**src/rtl/mips_pkg.sv**
```systemverilog
// Shared MIPS core types for the store path.
// Size codes, the formatted store entry and word geometry.
package mips_pkg;

  localparam int WORD_BYTES = 4;
  localparam int ADDR_W     = 32;
  localparam int DATA_W     = 8 * WORD_BYTES;

  typedef enum logic [1:0] {
    SZ_BYTE = 2'b00,
    SZ_HALF = 2'b01,
    SZ_WORD = 2'b10,
    SZ_ILL  = 2'b11
  } mem_size_e;

  typedef struct packed {
    logic [ADDR_W-1:0]     addr;
    logic [DATA_W-1:0]     wdata;
    logic [WORD_BYTES-1:0] be;
  } store_entry_t;

endpackage

```
**src/rtl/store_fmt.sv**
```systemverilog
// Store formatter: narrows and lane-replicates a store operand.
// Purely combinational; flags misaligned or illegal requests.
module store_fmt
  import mips_pkg::*;
(
  input  logic [ADDR_W-1:0] addr,
  input  logic [DATA_W-1:0] data,
  input  mem_size_e         size,
  output store_entry_t      entry,
  output logic              misaligned
);

  // Map size and lane to replicated data, byte enables and error flag
  always_comb begin
    entry      = '0;
    misaligned = 1'b0;
    entry.addr = {addr[ADDR_W-1:2], 2'b00};
    unique case (size)
      SZ_BYTE: begin
        entry.wdata = {4{data[7:0]}};
        entry.be    = 4'b0001 << addr[1:0];
      end
      SZ_HALF: begin
        entry.wdata = {2{data[15:0]}};
        entry.be    = addr[1] ? 4'b1100 : 4'b0011;
        misaligned  = addr[0];
      end
      SZ_WORD: begin
        entry.wdata = data;
        entry.be    = 4'b1111;
        misaligned  = (addr[1:0] != 2'b00);
      end
      SZ_ILL: begin
        misaligned = 1'b1;
      end
    endcase
  end

endmodule

```
**src/rtl/store_narrow_buffer.sv**
```systemverilog
// Store narrowing buffer: formats stores and queues them in a FIFO.
// Drains the head entry to data memory over valid/ready.
module store_narrow_buffer
  import mips_pkg::*;
#(
  parameter int DEPTH = 4,
  parameter int AW    = 32
) (
  input  logic                     clk,
  input  logic                     rst,
  input  logic                     st_valid,
  output logic                     st_ready,
  input  logic [AW-1:0]            st_addr,
  input  logic [31:0]              st_data,
  input  logic [1:0]               st_size,
  output logic                     st_err,
  output logic                     mem_valid,
  input  logic                     mem_ready,
  output logic [AW-1:0]            mem_addr,
  output logic [31:0]              mem_wdata,
  output logic [3:0]               mem_be,
  output logic [$clog2(DEPTH)+1-1:0] count
);

  localparam int PW = $clog2(DEPTH);
  localparam int CW = PW + 1;

  store_entry_t fmt_entry;
  logic         fmt_bad;
  store_entry_t fifo_q [DEPTH];
  store_entry_t head;
  logic [PW-1:0] wr_ptr;
  logic [PW-1:0] rd_ptr;
  logic          accept;
  logic          push;
  logic          pop;

  store_fmt u_fmt (
    .addr       (ADDR_W'(st_addr)),
    .data       (st_data),
    .size       (mem_size_e'(st_size)),
    .entry      (fmt_entry),
    .misaligned (fmt_bad)
  );

  assign st_ready  = (count != CW'(DEPTH));
  assign mem_valid = (count != '0);
  assign accept    = st_valid && st_ready;
  assign push      = accept && !fmt_bad;
  assign pop       = mem_valid && mem_ready;
  assign head      = fifo_q[rd_ptr];

  // Gate head fields so outputs read zero while the buffer is empty
  always_comb begin
    mem_addr  = '0;
    mem_wdata = '0;
    mem_be    = '0;
    if (mem_valid) begin
      mem_addr  = AW'(head.addr);
      mem_wdata = head.wdata;
      mem_be    = head.be;
    end
  end

  // Entry storage; contents are don't-care until pushed
  always_ff @(posedge clk) begin
    if (push) begin
      fifo_q[wr_ptr] <= fmt_entry;
    end
  end

  // Pointers, occupancy and the one-cycle error pulse
  always_ff @(posedge clk or posedge rst) begin
    if (rst) begin
      wr_ptr <= '0;
      rd_ptr <= '0;
      count  <= '0;
      st_err <= 1'b0;
    end else begin
      st_err <= accept && fmt_bad;
      if (push) begin
        wr_ptr <= wr_ptr + 1'b1;
      end
      if (pop) begin
        rd_ptr <= rd_ptr + 1'b1;
      end
      unique case ({push, pop})
        2'b10:   count <= count + 1'b1;
        2'b01:   count <= count - 1'b1;
        default: count <= count;
      endcase
    end
  end

endmodule
```
**config.mk**
```make
export PLATFORM = sky130hd
export DESIGN_NAME = store_narrow_buffer
export DESIGN_NICKNAME = d
export VERILOG_FILES = /design/src/rtl/mips_pkg.sv /design/src/rtl/store_fmt.sv /design/src/rtl/store_narrow_buffer.sv
export SDC_FILE = /design/constraint.sdc
export NUM_CORES = 1
export LEC_CHECK = 0
export ABC_AREA = 1
export ABC_CLOCK_PERIOD_IN_PS = 5800
export CORE_MARGIN = 2
export CORE_UTILIZATION = 50
export DETAILED_ROUTE_END_ITERATION = 7
export GPL_TIMING_DRIVEN = 0
export PLACE_DENSITY_LB_ADDON = 0.05
export SYNTH_ARGS = -nofsm -noshare
export SYNTH_HDL_FRONTEND = slang
export SYNTH_SLANG_ARGS = --single-unit
```
**constraint.sdc**
```tcl
create_clock -name clk -period 5.8 [get_ports clk]
set_clock_uncertainty 0.15 [all_clocks]
set_input_delay 0.87 -clock clk [delete_from_list [all_inputs] [get_ports clk]]
set_output_delay 0.87 -clock clk [all_outputs]
set_load 0.01 [all_outputs]
```
# After elaboration in Yosys (flattened, before gate mapping)
# Memory sizes are Yosys's and may differ from the RTL's.
# Cells that the tools add are included.
[word_totals]
reg_bits = 8
ram_bits = 264
input_bits = 70
output_inout_bits = 74
n_memories = 1
[op_classes]
addsub = 4
eq_ne = 6
shift = 1
mux = 9
n_reduce_logical = 9
[memory_table]
columns = ["memory", "depth", "word_bits", "read_ports", "rd_ports_with_merged_regs", "write_ports", "line_no", "text"]
rows = [
  ["fifo_q", 4, 66, 1, 0, 1, "store_narrow_buffer.sv:30", "store_entry_t fifo_q [DEPTH];"],
]
[op_table]
columns = ["op", "count"]
rows = [
  ["36-bit one-hot mux with 3 select lines", 1],
  ["32-bit 2-to-1 mux", 2],
  ["4-bit 2-to-1 mux", 2],
  ["2-bit == test (second input constant)", 3],
  ["3-bit one-hot mux with 2 select lines", 1],
  ["2-bit by 1-bit adder with 2-bit output (second input constant)", 2],
  ["2-bit by 1-bit == test with 1-bit output (second input constant)", 2],
  ["1-bit logical AND", 4],
  ["2-bit nonzero test", 2],
  ["1-bit by 2-bit << shifter with 4-bit output (first input constant)", 1],
  ["3-bit by 1-bit adder with 3-bit output (second input constant)", 1],
  ["3-bit != test (second input constant)", 1],
  ["1-bit one-hot mux with 3 select lines", 1],
  ["3-bit nonzero test", 1],
  ["3-bit by 1-bit subtractor with 3-bit output (second input constant)", 1],
  ["2-bit logical NOT", 1],
  ["1-bit 2-to-1 mux", 2],
  ["1-bit logical NOT", 1],
]

# Logic depth before layout (Yosys ltp)
[logic_depth]
ltp_word = 6
ltp_mapped = 12

# Modules after synthesis
# From an unflattened synthesis, not the netlist that was laid out.
[hier_totals]
cells_unflattened = 1276
area_unflattened_um2 = 12722.2
[modules_own_cells]
columns = ["mod", "instances", "cells_each", "area_each_um2", "seq_area_each_um2"]
rows = [
  ["store_narrow_buffer", 1, 1135, 11985.2, 8368.0],
  ["store_fmt", 1, 141, 737.0, 0.0],
]

# Least setup slack after synthesis
# Ideal clock, no wire load.
[synth_path]
kind = "input port to flip-flop"
from = "input port st_size[0]"
to = "memory fifo_q[0][0] in the netlist's numbering, enable pin"
arrival_time_ps = 4230
t_required_ps = 5160
slack_ps = 930
cell_stages = 6
cell_sequence = "buf_6 -> nor2_4 -> nor2_1 -> nor2_2 -> nand2_2 -> nor2_1"
[synth_between]
elab_chain_cells = 6
elab_cells_between_ends = 8
classes_between = "eq/ne: 3; mux: 3; reduce/logical: 2"
[synth_lines]
columns = ["element", "line_no", "text"]
rows = [
  ["start, declared", "store_narrow_buffer.sv:15", "input logic [1:0] st_size,"],
  ["2-bit == test or 2-bit by 1-bit == test with 1-bit output (tied branches)", "store_fmt.sv:18", "unique case (size)"],
  ["1-bit one-hot mux with 3 select lines *", "store_fmt.sv:18", ""],
  ["1-bit logical NOT *", "store_narrow_buffer.sv:49", "assign push = accept && !fmt_bad;"],
  ["1-bit logical AND *", "store_narrow_buffer.sv:49", ""],
  ["1-bit 2-to-1 mux *", "store_narrow_buffer.sv:67", "if (push) begin"],
  ["1-bit 2-to-1 mux (not written as such) *", "store_narrow_buffer.sv:68", "fifo_q[wr_ptr] <= fmt_entry;"],
  ["end, declared", "store_narrow_buffer.sv:30", ""],
]
# Mark *: on every way between the ends. The rest lies on a longest branch, timed or not.

# Worst setup path in the final report
[layout_path]
from = "register rd_ptr[0]"
to = "output port mem_wdata[15]"
[layout_between]
elab_chain_cells = 2
[layout_lines]
columns = ["element", "line_no", "text"]
rows = [
  ["start, declared", "store_narrow_buffer.sv:33", "logic [PW-1:0] rd_ptr;"],
  ["start signal, assigned", "store_narrow_buffer.sv:85", "rd_ptr <= rd_ptr + 1'b1;"],
  ["memory read 4 x 66 bit", "--", ""],
  ["32-bit 2-to-1 mux", "store_narrow_buffer.sv:58", "if (mem_valid) begin"],
  ["end, declared", "store_narrow_buffer.sv:20", "output logic [31:0] mem_wdata,"],
]
# No other way between the ends.

==> results.py <==
metrics = {
    "yosys": {
        "count_of_flip_flops_with_a_built_in_enable_after_synthesis": 264,
        "post_syn_instances": 947,
        "synth-async-reset-ratio_pct": 2.94,
        "ys.warnings.count": 0,
        "synth_cell_types": 26,
        "synth_sequential_area_ratio_pct": 72.6,
        "synth.avg_cell_area_um2": 11.8,
        "primary_flip_flop_cell_chosen_by_synthesis_mapping": "edfxtp_1",
        "netlist_area_um2": 11200,
        "postSynthRegisterBits": 272,
    },
    "critical_path": {
        "critical-path-slowest-cell": "clkdlybuf4s50_1",
        "crit_path_cell_trace": "buf_4 > inv_4 > clkbuf_1 > o21ai_0 > a21oi_1 > clkdlybuf4s50_1",
        "worstPathRequired_ns": 4.78,
        "crit_path_max_fanout": 10,
        "worstSetupPathType": "reg -> out",
        "critical_path.endpoint_type": "output port",
        "buffering_stage_count_on_the_worst_path_with_inverters_included": 4,
        "critPathLaunchType": "flop",
        "cp_top_family": "buffers and inverters",
        "critical-path-max-stage-delay_ns": 0.61,
        "critical_path_arrival_ns": 2.76,
    },
    "clocking": {
        "post_cts_resized": 0,
        "insertion_delay_ns": 0.51,
        "ctsRootBufferMaster": "clkbuf_16",
        "clock-sinks": 272,
        "postCtsSetupRepairBufs": 0,
        "cts-root-to-sink-buffers": 3,
        "ctsHoldBuffers": 0,
        "clock_tree.htree_level_count": 1,
        "clk_pin_slew_worst_paths_ns": 0.06,
        "cts_tree": "built",
        "cts_buffer_count": 27,
    },
    "sta": {
        "setup_ws_ns": 2.02,
        "hold_vio_cnt_final": 0,
        "setup_violations": 0,
        "report.final.slew_viol_count": 0,
        "rsz0062_at_grt": "no",
        "maxClockFrequency_mhz": 264,
        "slew_at_the_pin_with_the_worst_max_slew_slack_ns": 0.924,
        "fin_worst_hold_slack_ns": 0.382,
        "final.setup.tns_ns": 0,
        "timing.slew.headroom_pct": 38.3,
        "layout_min_cycle_time_ns": 3.78,
        "final_min_period_over_clock_period_pct": 65.2,
    },
    "run_status": {
        "run_status": "completed",
    },
    "floorplan": {
        "number_of_top_level_design_ports": 144,
        "die_h_um": 154,
        "start_util_pct": 51.1,
        "row_count": 54,
        "chipWidth_um": 154,
        "area_of_the_core_region_um2": 21900,
        "die_area_um2": 23600,
    },
    "power_and_ir_drop": {
        "net-switching-power_mw": 2.43,
        "p_leak_nw": 4.93,
        "seq_power_share_pct": 34.1,
        "p_clk_share_pct": 23.1,
        "cellInternalPower_mw": 4.61,
        "netSwitchingFraction_pct": 34.5,
        "share_comb_of_total_power_pct": 42.8,
        "report.power.total_mw": 7.04,
        "irDropWorstVdd_v": 0.000272,
        "power.density_nw_per_um2": 502,
    },
    "grt": {
        "track_usage_pct": 22.6,
        "grt_pass1_wl_um": 40900,
        "grt_max_degree": 29,
        "global_route_overflow": 0,
        "antenna_found_initial": 2,
        "vias_in_the_first_global_route": 7182,
    },
    "route": {
        "post_route_drc_violation_count": 0,
        "drt_first_iter_violations": 517,
        "firstDrtPassIters": 5,
        "num_vias": 7537,
        "avgViaCountPerCell": 5.29,
        "wl_um": 27100,
        "detail-route-antenna-nets": 0,
        "wl_per_cell_um": 19.0,
    },
    "layout": {
        "post_route_cells_drive_above_1_share_pct": 8.57,
        "fin_nets": 1202,
        "finish.utilization_pct": 64.0,
        "ff_latch_area_um2": 8130,
        "areaGrowthSynthToFinish_pct": 25.1,
        "final.fill_count": 1698,
        "layout.cells.non_filler": 1425,
        "multi_input_gate_area_um2": 2640,
        "stdcell_area_um2": 14000,
    },
    "placement": {
        "global_placer_s_final_weighted_congestion": 0.837,
        "place_inst": 1377,
        "preCtsSetupSlack_ns": 1.98,
        "post_dp_area_um2": 13200,
        "place.detailed.hpwl_um": 17600,
        "place.port_buffers": 140,
    },
    "hold_path": {
        "min_path_type": "reg -> reg",
    },
    "flow_run": {
        "max_cap_violations": 0,
    },
}
==> Yosys cell counts (all sizes together) (2+ instances only) <==
| cell | instances | share of area (%) |
|---|---|---|
| nand3 | 19 | 0.85 |
| clkbuf | 18 | 0.64 |
| ha | 5 | 0.56 |
| nor2 | 288 | 9.7 |
| dfrtp | 8 | 1.8 |
| edfxtp | 264 | 71 |
| xor2 | 2 | 0.16 |
| nand2 | 57 | 2.0 |
| buf | 38 | 2.5 |
| a21oi | 66 | 3.0 |
| o21bai | 2 | 0.13 |
| o21ai | 147 | 6.6 |
| inv | 29 | 0.99 |
==> power by group through the flow <==
stage | clock network (mW) | registers, mW | logic [mW]
2_1_floorplan | 0 | 2.46 | 1.57
3_3_place_gp | 0 | 2.47 | 2.97
3_5_place_dp | 0 | 2.44 | 3.04
4_1_cts | 1.64 | 2.40 | 3.05
5_1_grt | 1.73 | 2.41 | 3.32
6_report | 1.62 | 2.40 | 3.01
==> path summary, 6_finish.rpt <==
check | slack, ns | cells after the start | to | start
max | 2.02 | 6 | mem_wdata[15] | rd_ptr[0]
min | 0.38 | 1 | count[0] | count[0]
max reg2reg | 3.30 | 7 | fifo_q[3][9] | count[0]
min reg2reg | 0.38 | 1 | count[0] | count[0]
max in group asynchronous | 4.79 | 2 | rd_ptr[1] | rst
min in group asynchronous | 0.46 | 2 | count[0] | rst
==> flip-flops by register name (all words and copies together), names as in the netlist <==
signal  flops
count       3
fifo_q    264
rd_ptr      2
st_err      1
wr_ptr      2
==> per-layer routing <==
layer  global-route usage [%]  up-vias  routed length, um
met5                        0        -                 12
met2                     38.0      244              13100
li1                         -     3656                  -
met1                     31.5     3596              11800
met4                     4.89        2                514
met3                     3.61       39               1650
==> cell usage in the layout (no fill, tap or decap), drive strengths merged <==
| cell | instances |
|---|---|
| clkbuf | 49 |
| clkinvlp | 2 |
| buf | 47 |
| xor2 | 2 |
| ha | 5 |
| or2 | 1 |
| diode | 1 |
| edfxtp | 264 |
| conb | 2 |
| o21bai | 2 |
| xnor2 | 1 |
| dfrtp | 8 |
| nand2 | 57 |
| bufinv | 2 |
| nand3 | 19 |
| fa | 1 |
| inv | 29 |
| o21ai | 147 |
| a21oi | 66 |
| clkdlybuf4s50 | 140 |
| clkinv | 12 |
| nor2 | 288 |
==> logic make-up (layout without fill, tap and decap cells) <==
kind of cell	count (synthesis)	count (layout)	share of synthesized area (%)
buffers and inverters	85	281	4.13
other	1	3	0.0335
flip-flops	272	272	72.6
adder cells (fa/ha/maj)	6	6	0.738
XOR/XNOR	3	3	0.235
AND/OR/NAND/NOR	365	365	12.6
AO/OA/AOI/OAI	215	215	9.66
==> area by class of cell <==
type | instances | area share [%]
inverters | 29 | 0.795
diodes | 1 | 0.0179
flip-flops and latches | 272 | 58.0
repair buffers | 149 | 11.5
plain buffers | 56 | 2.51
clock inverters | 16 | 0.911
clock buffers | 31 | 4.93
well taps | 280 | 2.50
multi-input cells | 591 | 18.8
==> worst reg2reg max path, stage by stage (launching register included) <==
cell and delay [ns]:
dfrtp_1 0.40, nor2_1 0.08, nand2_1 0.08, nand2_1 0.12
inv_1 0.14, nand2_2 0.18, nor2_4 0.75, buf_12 0.28
No activity file was read; power rests on OpenSTA's default activity.
